--- src/rtl/fetch_ctrl_pkg.sv ---
// -----------------------------------------------------------------------------
// fetch_ctrl_pkg
// Shared definitions for the instruction-fetch controller:
//   - FSM state encoding (IDLE/FETCH/HALTED/FAULT)
//   - word / address width constants and the PC increment step
//   - default reset PC
//   - align_word(): clears the two byte-offset bits of an address
// Optional feature macro used by the top: FETCH_BOUNDS_CHECK_EN
// -----------------------------------------------------------------------------
package fetch_ctrl_pkg;

  localparam int WORD_W = 32;
  localparam int ADDR_W = 32;

  localparam logic [ADDR_W-1:0] RESET_PC_DEFAULT = 32'h0000_0000;
  localparam logic [ADDR_W-1:0] PC_STEP          = 32'd4;

  typedef enum logic [1:0] {
    ST_IDLE   = 2'd0,
    ST_FETCH  = 2'd1,
    ST_HALTED = 2'd2,
    ST_FAULT  = 2'd3
  } state_e;

  // Instructions are word aligned; a redirect target's low two bits are
  // dropped rather than trapped.
  function automatic logic [ADDR_W-1:0] align_word(input logic [ADDR_W-1:0] addr);
    return addr & ~(ADDR_W'(3));
  endfunction

endpackage : fetch_ctrl_pkg

--- src/rtl/fetch_ctrl_pc_reg.sv ---
// -----------------------------------------------------------------------------
// pc_reg
// Program-counter register with its next-PC mux.
//   clock     : rising-edge clock
//   reset_n   : asynchronous active-low reset, loads RESET_PC
//   i_inc     : advance PC by one word (pc + 4, wraps modulo 2^32)
//   i_redir   : load i_target (already word aligned by the caller)
//   i_target  : redirect address
//   o_pc      : current PC
//   o_pc4     : current PC + 4 (modulo 2^32)
// Priority: redirect > increment > hold.
// -----------------------------------------------------------------------------
module pc_reg
  import fetch_ctrl_pkg::*;
#(
  parameter logic [ADDR_W-1:0] RESET_PC = RESET_PC_DEFAULT
) (
  input  logic              clock,
  input  logic              reset_n,
  input  logic              i_inc,
  input  logic              i_redir,
  input  logic [ADDR_W-1:0] i_target,
  output logic [ADDR_W-1:0] o_pc,
  output logic [ADDR_W-1:0] o_pc4
);

  logic [ADDR_W-1:0] r_pc;
  logic [ADDR_W-1:0] w_pc4;

  // Natural 32-bit overflow gives the required modulo-2^32 wrap.
  assign w_pc4 = r_pc + PC_STEP;

  // NOTE: clocked state is written with <= so every register in the design
  // samples pre-edge values; = here would create order-dependent races.
  always_ff @(posedge clock or negedge reset_n) begin
    if (!reset_n) begin
      r_pc <= RESET_PC;
    end else if (i_redir) begin
      r_pc <= i_target;
    end else if (i_inc) begin
      r_pc <= w_pc4;
    end
  end

  assign o_pc  = r_pc;
  assign o_pc4 = w_pc4;

endmodule : pc_reg

--- src/rtl/fetch_ctrl.sv ---
// -----------------------------------------------------------------------------
// fetch_ctrl
// Instruction-fetch stage: drives the ROM address from the PC, captures the
// returned word into a one-entry output register, and hands it to decode
// with a valid/ready handshake. Supports redirect (flush), halt, and an
// optional address bounds check.
//
// Parameters
//   RESET_PC    : byte address of the first fetch after reset
//   IMEM_DEPTH  : instruction memory size in 32-bit words
// Ports
//   clock, reset_n            : clock, asynchronous active-low reset
//   imem_addr  (out, 32)      : ROM byte address (= PC register)
//   imem_data  (in, 32)       : ROM word for imem_addr, same cycle
//   redir_valid/redir_target  : redirect request and byte target
//   halt                      : stop fetching (sticky until reset)
//   id_ready                  : decode accepts if_instr this cycle
//   if_valid/if_instr/if_pc/if_pc4 : registered instruction to decode
//   fetch_count (out, 32)     : number of completed handshakes (wraps)
//   state_o (out, 2)          : current FSM state
// Build option
//   FETCH_BOUNDS_CHECK_EN : when defined, fetching a word index >= IMEM_DEPTH
//                           enters FAULT instead of wrapping in the ROM.
// -----------------------------------------------------------------------------
module fetch_ctrl
  import fetch_ctrl_pkg::*;
#(
  parameter logic [ADDR_W-1:0] RESET_PC   = RESET_PC_DEFAULT,
  parameter int                IMEM_DEPTH = 32
) (
  input  logic              clock,
  input  logic              reset_n,
  output logic [ADDR_W-1:0] imem_addr,
  input  logic [WORD_W-1:0] imem_data,
  input  logic              redir_valid,
  input  logic [ADDR_W-1:0] redir_target,
  input  logic              halt,
  input  logic              id_ready,
  output logic              if_valid,
  output logic [WORD_W-1:0] if_instr,
  output logic [ADDR_W-1:0] if_pc,
  output logic [ADDR_W-1:0] if_pc4,
  output logic [31:0]       fetch_count,
  output logic [1:0]        state_o
);

`ifdef FETCH_BOUNDS_CHECK_EN
  localparam logic BOUNDS_EN = 1'b1;
`else
  localparam logic BOUNDS_EN = 1'b0;
`endif

  localparam logic [ADDR_W-1:0] DEPTH_W = ADDR_W'(IMEM_DEPTH);

  state_e            r_state;
  logic              r_if_valid;
  logic [WORD_W-1:0] r_if_instr;
  logic [ADDR_W-1:0] r_if_pc;
  logic [ADDR_W-1:0] r_if_pc4;
  logic [31:0]       r_fetch_count;

  logic [ADDR_W-1:0] w_pc;
  logic [ADDR_W-1:0] w_pc4;
  logic [ADDR_W-1:0] w_target;
  logic              w_in_fetch;
  logic              w_handshake;
  logic              w_free;
  logic              w_take_halt;
  logic              w_take_redir;
  logic              w_out_of_range;
  logic              w_fault;
  logic              w_load;

  // NOTE: every signal assigned in always_comb gets a default first, so no
  // path can leave it unassigned and infer a latch.
  always_comb begin
    w_in_fetch     = 1'b0;
    w_handshake    = 1'b0;
    w_free         = 1'b0;
    w_take_halt    = 1'b0;
    w_take_redir   = 1'b0;
    w_out_of_range = 1'b0;
    w_fault        = 1'b0;
    w_load         = 1'b0;
    w_target       = align_word(redir_target);

    w_in_fetch  = (r_state == ST_FETCH);
    w_handshake = r_if_valid & id_ready;
    // Output register can take a new word if empty or being drained now.
    w_free      = ~r_if_valid | w_handshake;

    // Halt beats redirect; redirect beats both increment and stall.
    w_take_halt  = w_in_fetch & halt;
    w_take_redir = w_in_fetch & ~halt & redir_valid;

    // Word index compare; only acted on when the bounds check is built in.
    w_out_of_range = BOUNDS_EN & ({2'b00, w_pc[ADDR_W-1:2]} >= DEPTH_W);

    w_fault = w_in_fetch & ~halt & ~redir_valid & w_free & w_out_of_range;
    w_load  = w_in_fetch & ~halt & ~redir_valid & w_free & ~w_out_of_range;
  end

  pc_reg #(
    .RESET_PC (RESET_PC)
  ) u_pc_reg (
    .clock    (clock),
    .reset_n  (reset_n),
    .i_inc    (w_load),
    .i_redir  (w_take_redir),
    .i_target (w_target),
    .o_pc     (w_pc),
    .o_pc4    (w_pc4)
  );

  // FSM and registered outputs. Reset abandons any stall or pending flush:
  // all state lives in these registers and the PC, so nothing survives it.
  always_ff @(posedge clock or negedge reset_n) begin
    if (!reset_n) begin
      r_state       <= ST_IDLE;
      r_if_valid    <= 1'b0;
      r_if_instr    <= '0;
      r_if_pc       <= '0;
      r_if_pc4      <= '0;
      r_fetch_count <= '0;
    end else begin
      if (w_handshake) begin
        r_fetch_count <= r_fetch_count + 32'd1;
      end

      case (r_state)
        ST_IDLE: begin
          // One startup bubble before the first ROM word is captured.
          r_if_valid <= 1'b0;
          r_state    <= ST_FETCH;
        end

        ST_FETCH: begin
          if (w_take_halt) begin
            r_if_valid <= 1'b0;
            r_state    <= ST_HALTED;
          end else if (w_take_redir) begin
            // Flush: the held instruction (stalled or not) is discarded.
            r_if_valid <= 1'b0;
          end else if (w_fault) begin
            r_if_valid <= 1'b0;
            r_state    <= ST_FAULT;
          end else if (w_load) begin
            r_if_valid <= 1'b1;
            r_if_instr <= imem_data;
            r_if_pc    <= w_pc;
            r_if_pc4   <= w_pc4;
          end
        end

        ST_HALTED: r_if_valid <= 1'b0;
        ST_FAULT:  r_if_valid <= 1'b0;

        default: begin
          r_if_valid <= 1'b0;
          r_state    <= ST_IDLE;
        end
      endcase
    end
  end

  assign imem_addr   = w_pc;
  assign if_valid    = r_if_valid;
  assign if_instr    = r_if_instr;
  assign if_pc       = r_if_pc;
  assign if_pc4      = r_if_pc4;
  assign fetch_count = r_fetch_count;
  assign state_o     = r_state;

endmodule : fetch_ctrl

--- config.mk ---
export PLATFORM = sky130hd
export DESIGN_NAME = fetch_ctrl
export DESIGN_NICKNAME = d
export VERILOG_FILES = /design/src/rtl/fetch_ctrl_pkg.sv /design/src/rtl/fetch_ctrl_pc_reg.sv /design/src/rtl/fetch_ctrl.sv
export SDC_FILE = /design/constraint.sdc
export NUM_CORES = 1
export LEC_CHECK = 0
export CELL_PAD_IN_SITES_DETAIL_PLACEMENT = 2
export CELL_PAD_IN_SITES_GLOBAL_PLACEMENT = 2
export CORE_MARGIN = 3
export CORE_UTILIZATION = 27
export CTS_CLUSTER_SIZE = 40
export DETAILED_ROUTE_END_ITERATION = 12
export PLACE_DENSITY_LB_ADDON = 0.1
export RECOVER_POWER = 50
export SLEW_MARGIN = 20
export SYNTH_ARGS = -nofsm -noshare
export SYNTH_HDL_FRONTEND = slang
export SYNTH_SLANG_ARGS = --single-unit
--- constraint.sdc ---
create_clock -name clock -period 2.54 [get_ports clock]
set_input_delay 0.762 -clock clock [delete_from_list [all_inputs] [get_ports clock]]
set_output_delay 0.762 -clock clock [all_outputs]
set_load 0.005 [all_outputs]
=== After elaboration in Yosys (flattened, before gate mapping) ===
Index checks and enable logic that the tools add are counted.
Widths: inputs -> output; s select.

* Add/subtract/negate cells: 2
* Equality and inequality tests: 5
* Mux-type cells: 8
* Bitwise gates (word level): 12
* Reduce and logical (&&, ||, !) cells: 6

{| class="wikitable"
|+ Operators with widths
! cell !! number
|-
| $mux 32 || 2
|-
| $add 32x1->32 const B || 1
|-
| $add 32x3->32 const B || 1
|-
| $and 1x1->1 || 6
|-
| $not 1->1 || 5
|-
| $eq 2x2->1 const B || 2
|-
| $ne 4x1->1 const B || 1
|-
| $pmux 2 s2 || 1
|-
| $reduce_and 4->1 || 1
|-
| $reduce_bool 2->1 || 2
|-
| $mux 1 || 3
|-
| $reduce_or 3->1 || 1
|-
| $eq 2x1->1 const B || 1
|-
| $logic_not 2->1 || 1
|-
| $mux 2 || 1
|-
| $ne 2x1->1 const B || 1
|-
| $pmux 1 s2 || 1
|-
| $reduce_and 2->1 || 1
|-
| $or 1x1->1 || 1
|}

* Flip-flop bits (word level): 163
* Input port bits: 69
* Output and inout port bits: 163
* Logic and storage cells: 40

=== Depth between registers and ports, before layout ===
* Word-level depth: 8
* Depth in mapped cells: 7
* Mapped depth without buffers: 6

=== Modules after synthesis ===
Synthesis repeated with hierarchy kept, for this count alone.

* Cells, all modules: 630
* Area, all modules: 7549.7 um^2

{| class="wikitable"
|+ Modules (own cells, without submodules)
! module !! instances !! cells an instance !! area each (um^2) !! seq. area each (um^2)
|-
| fetch_ctrl || 1 || 341 || 5176.2 || 3278.1
|-
| pc_reg || 1 || 289 || 2373.5 || 800.8
|}

=== Least setup slack after synthesis ===
No wires, ideal clock.

* Path type: in2reg
* Start point: input id_ready
* End point: register u_pc_reg.r_pc[8] (netlist: u_pc_reg.o_pc[8])
* Library setup time: 126 ps
* Arrival: 1983 ps
* Required time: 2414 ps
* Setup slack: 431 ps
* Cell stages on the path: 5
* Buffers on the path: 1
* Cells stage by stage: or2b_2 -> o21ai_1 -> nor2_1 -> clkbuf_1 -> a221o_1

* Longest elaborated chain between the ends: 4

{| class="wikitable"
|+ Ends and longest elaborated chain
! element !! line !! RTL
|-
| start, declared || fetch_ctrl.sv:38 || <nowiki>input logic id_ready,</nowiki>
|-
| $and 1x1->1 || fetch_ctrl.sv:88 || <nowiki>w_handshake = r_if_valid & id_ready;</nowiki>
|-
| $or 1x1->1 || fetch_ctrl.sv:90 || <nowiki>w_free = ~r_if_valid | w_handshake;</nowiki>
|-
| $and 1x1->1 || fetch_ctrl.sv:100 || <nowiki>w_load = w_in_fetch & ~halt & ~redir_valid & w_free & ~w_out_of_range;</nowiki>
|-
| $reduce_bool 2->1 (no source line) || -- ||
|-
| end signal, assigned || fetch_ctrl_pc_reg.sv:39 || <nowiki>r_pc <= i_target;</nowiki>
|-
| end signal, assigned || fetch_ctrl_pc_reg.sv:41 || <nowiki>r_pc <= w_pc4;</nowiki>
|-
| end, declared || fetch_ctrl_pc_reg.sv:27 || <nowiki>logic [ADDR_W-1:0] r_pc;</nowiki>
|}

No other way between the ends.
A chain may end at the register's enable or synchronous reset.

=== Worst setup path in the final report ===
* Start point: input halt
* End point: register u_pc_reg.r_pc[20] (netlist: u_pc_reg.o_pc[20])

* Longest elaborated chain between the ends: 5
* Elaborated cells on any way between the ends: 7
* Classes of those cells: 1 x mux; 5 x bitwise; 1 x reduce/logical

{| class="wikitable"
|+ Ends and longest elaborated chain
! element !! line !! RTL
|-
| start, declared || fetch_ctrl.sv:37 || <nowiki>input logic halt,</nowiki>
|-
| $not 1->1 * || fetch_ctrl.sv:94, fetch_ctrl.sv:100 ||
|-
| $and 1x1->1 * || fetch_ctrl.sv:94, fetch_ctrl.sv:100 ||
|-
| $and 1x1->1 (2 in series) || fetch_ctrl.sv:100 ||
|-
| $reduce_bool 2->1 (no source line) || -- ||
|}

Mark *: on every way between the ends. The rest lies on a longest branch, timed or not.

==> reports/metrics.yaml <==
status: "finished clean"
reg2reg_to: "u_pc_reg.o_pc[31]"
critPathRequiredTime_ns: 2.82
drt_first_pass_iters: 4
synthFlopType: "dfrtp_1"
worst_pin_slew_ns: 1.10
ctsHoldBuffers: 0
place_congestion: 0.795
rsz0062_at_grt: "false"
wirelength_um: 25000
stdcell_area_um2: 10300
synthDistinctLibCells: 46
worstSkewPairLatency_ns: 0.42
dieArea_um2: 27300
synth-async-reset-ratio_pct: 100
fmaxAchievable_mhz: 416
placed_area_um2: 9760
cp_max_fo: 13
criticalPathCategory: "in2reg"
cp_top_family: "simple AND/OR/NAND/NOR gates"
worst-path-buf-inv: 2
grt.total_usage_pct: 18.7
final_cell_mix: "nand2_1, clkdlybuf4s50_1, dfrtp_1, o21ai_0, xnor2_1"
worst_slack_ns: 0.134
ys_ff_latch: 157
synthesis.area_um2: 6860
power_density_nw_per_um2: 683
clockRootBuffer: "clkbuf_16"
die_y_um: 165
layout-drive-gt1-share_pct: 8.26
syn2layout_area_growth_pct: 50.2
rr_worst_depth: 5
vias: 6186
reg2reg_slack_ns: 0.38
clkTransAtPathRegs_ns: 0.07
layout_min_cycle_time_ns: 2.41
row_count: 57
diodes: 0
dp_hpwl_um: 18900
fin_crit_sh_pct: 94.7
cts_buffers: 17
finalSetupViolations: 0
path_cells: "dlygate4sd3_1 -> nor4b_1 -> and2_0 -> nor2_1 -> buf_4 -> a22oi_1 -> o21ai_0"
hp-class: "reg2reg"
grt_pass1_wl_um: 39800
peakVddDrop_uv: 304
relSlewSlack_pct: 26.5
initial_core_util_pct: 27.9
crit_start: "halt"
grt_max_degree: 70
clockBufferDepth: 2
hold_slack_ns: 0.468
hold_violations: 0
layout_commonest_cell: "nand2_1"
antenna_found_initial: 1
drv_slew: 0
cts_sinks: 157
wire_per_inst_um: 19.4
p_leak_uw: 0.00461
worstReg2RegStart: "u_pc_reg.o_pc[7]"
layout.nets: 1028
crit_path_end_kind: "flop"
synth_cells: 711
final_core_utilization_pct: 41.9
core_um2: 24600
vias_per_cell: 4.79
grt_pass1_vias: 7030
nFillCells: 2619
drc: 0
avgSynthCellArea_um2: 9.65
port_buffers: 223
dr.first_iter.drc_count: 304
yosysSeqAreaShare_pct: 57.3
ios: 232
ys.warnings.count: 0
die_x_um: 165
skew_ns: 0.0121
path_depth: 7
preCtsSetupSlack_ns: -0.186
ant_nets: 0
cp_slowest_cell: "dlygate4sd3_1"
grt_overflow: 0
crit_end: "u_pc_reg.o_pc[20]"
start_kind: "input port"
crit_path_max_incr_delay_ns: 0.58
synth_edf_count: 0
htree_levels: 4
cap_violations: 0
cts_tree: "done"
critPathArrivalTime_ns: 2.69
-- worst register-to-register path, stage by stage, from the launching register on --
cell and delay, ns:
dfrtp_1 0.55, nand4_4 0.20, nor4_4 0.52, nand3_2 0.20, or4_4 0.52, nand3_1 0.10
-- synthesized netlist by cell type (2+ instances only) --
cell type	number	area, um^2
nand2_1	243	912
dfrtp_1	157	3930
o21ai_0	47	235
xnor2_1	37	324
clkbuf_1	32	120
nand3_1	28	140
xor2_1	20	175
nand4_1	18	113
a22oi_1	16	120
nor2_1	15	56.3
nor3_1	11	55.1
buf_4	8	60.1
a21oi_1	7	35.0
a221o_1	7	70.1
nor4_1	7	43.8
and3_1	6	37.5
inv_1	6	22.5
a21o_1	5	37.5
and2_1	4	25.0
and4_1	3	26.3
o211ai_1	3	22.5
ha_1	2	25.0
mux2_2	2	22.5
nand3_2	2	20.0
nor3b_1	2	15.0
o21a_1	2	15.0
o311ai_0	2	17.5
-- worst min path at each step --
| stage | start | to | slack, ns | depth (start not counted) |
|---|---|---|---|---|
| floorplan | reset_n | fetch_count[0] | 0.47 | 0 |
| finish | if_instr[10] | if_instr[10] | 0.47 | 2 |
| global route | if_pc[30] | if_pc[30] | 0.51 | 2 |
| CTS | reset_n | if_pc4[28] | 0.25 | 1 |
| global placement | if_instr[4] | if_instr[4] | 0.46 | 2 |
| detailed placement | if_instr[10] | if_instr[10] | 0.46 | 2 |
-- cells by family (layout without fill, tap and decap cells) --
family / Yosys count / count (layout) / share of synthesized area (%)
buffers and inverters: 50 / 302 / 3.45
adders and majority gates: 2 / 2 / 0.365
AOI/OAI and AO/OA: 91 / 91 / 8.25
muxes: 2 / 2 / 0.328
DFF: 157 / 157 / 57.3
other: 1 / 6 / 0.0547
xor gates and xnor gates: 57 / 57 / 7.28
and+or+nand+nor: 351 / 351 / 23.0
-- stage by stage --
step	setup TNS, ns	std cells	power (uW)
2_1_floorplan	0	716	3460
3_3_place_gp	-0.282	1262	4380
3_5_place_dp	-1.59	1262	4450
4_1_cts	0	1292	7170
5_1_grt	0	1292	7410
6_report	0	1292	7040
-- area by class of cell --
cell class                 instances  area, um^2  area share (%)
sequential                       157        3930            38.2
timing repair buffer             266        2620            25.4
clock buffer                      18         439            4.26
tap                              324         405            3.94
multi-input combinational        509        2720            26.4
clock inverter                    12         161            1.57
inverter                           6        22.5           0.219
-- registers in the layout (all words and copies together) (netlist names) --
name	flops
fetch_count	32
if_instr	32
if_pc4	30
if_pc	30
u_pc_reg.o_pc	30
state_o	2
if_valid	1
-- power by group --
group / switching, uW / total [uW] / internal [uW]
Sequential: 320 / 3080 / 2760
Combinational: 537 / 1290 / 751
Clock: 1090 / 2670 / 1580
Total: 1950 / 7040 / 5090
-- metal layers --
metal / global-route usage, % / part of all wire, % / vias up
met2: 31.4 / 49 / 174
li1: - / - / 2856
met1: 23.2 / 43 / 3132
met3: 5.99 / 7.3 / 22
met4: 4.95 / 1.2 / 2
met5: 0 / 0.044 / -
-- repair_timing --
item,CTS,global route
gates resized for setup,0,1
endpoints found under the setup margin,0,1
buffers inserted,0,0
Note: power is estimated with default switching activity, not from simulation.
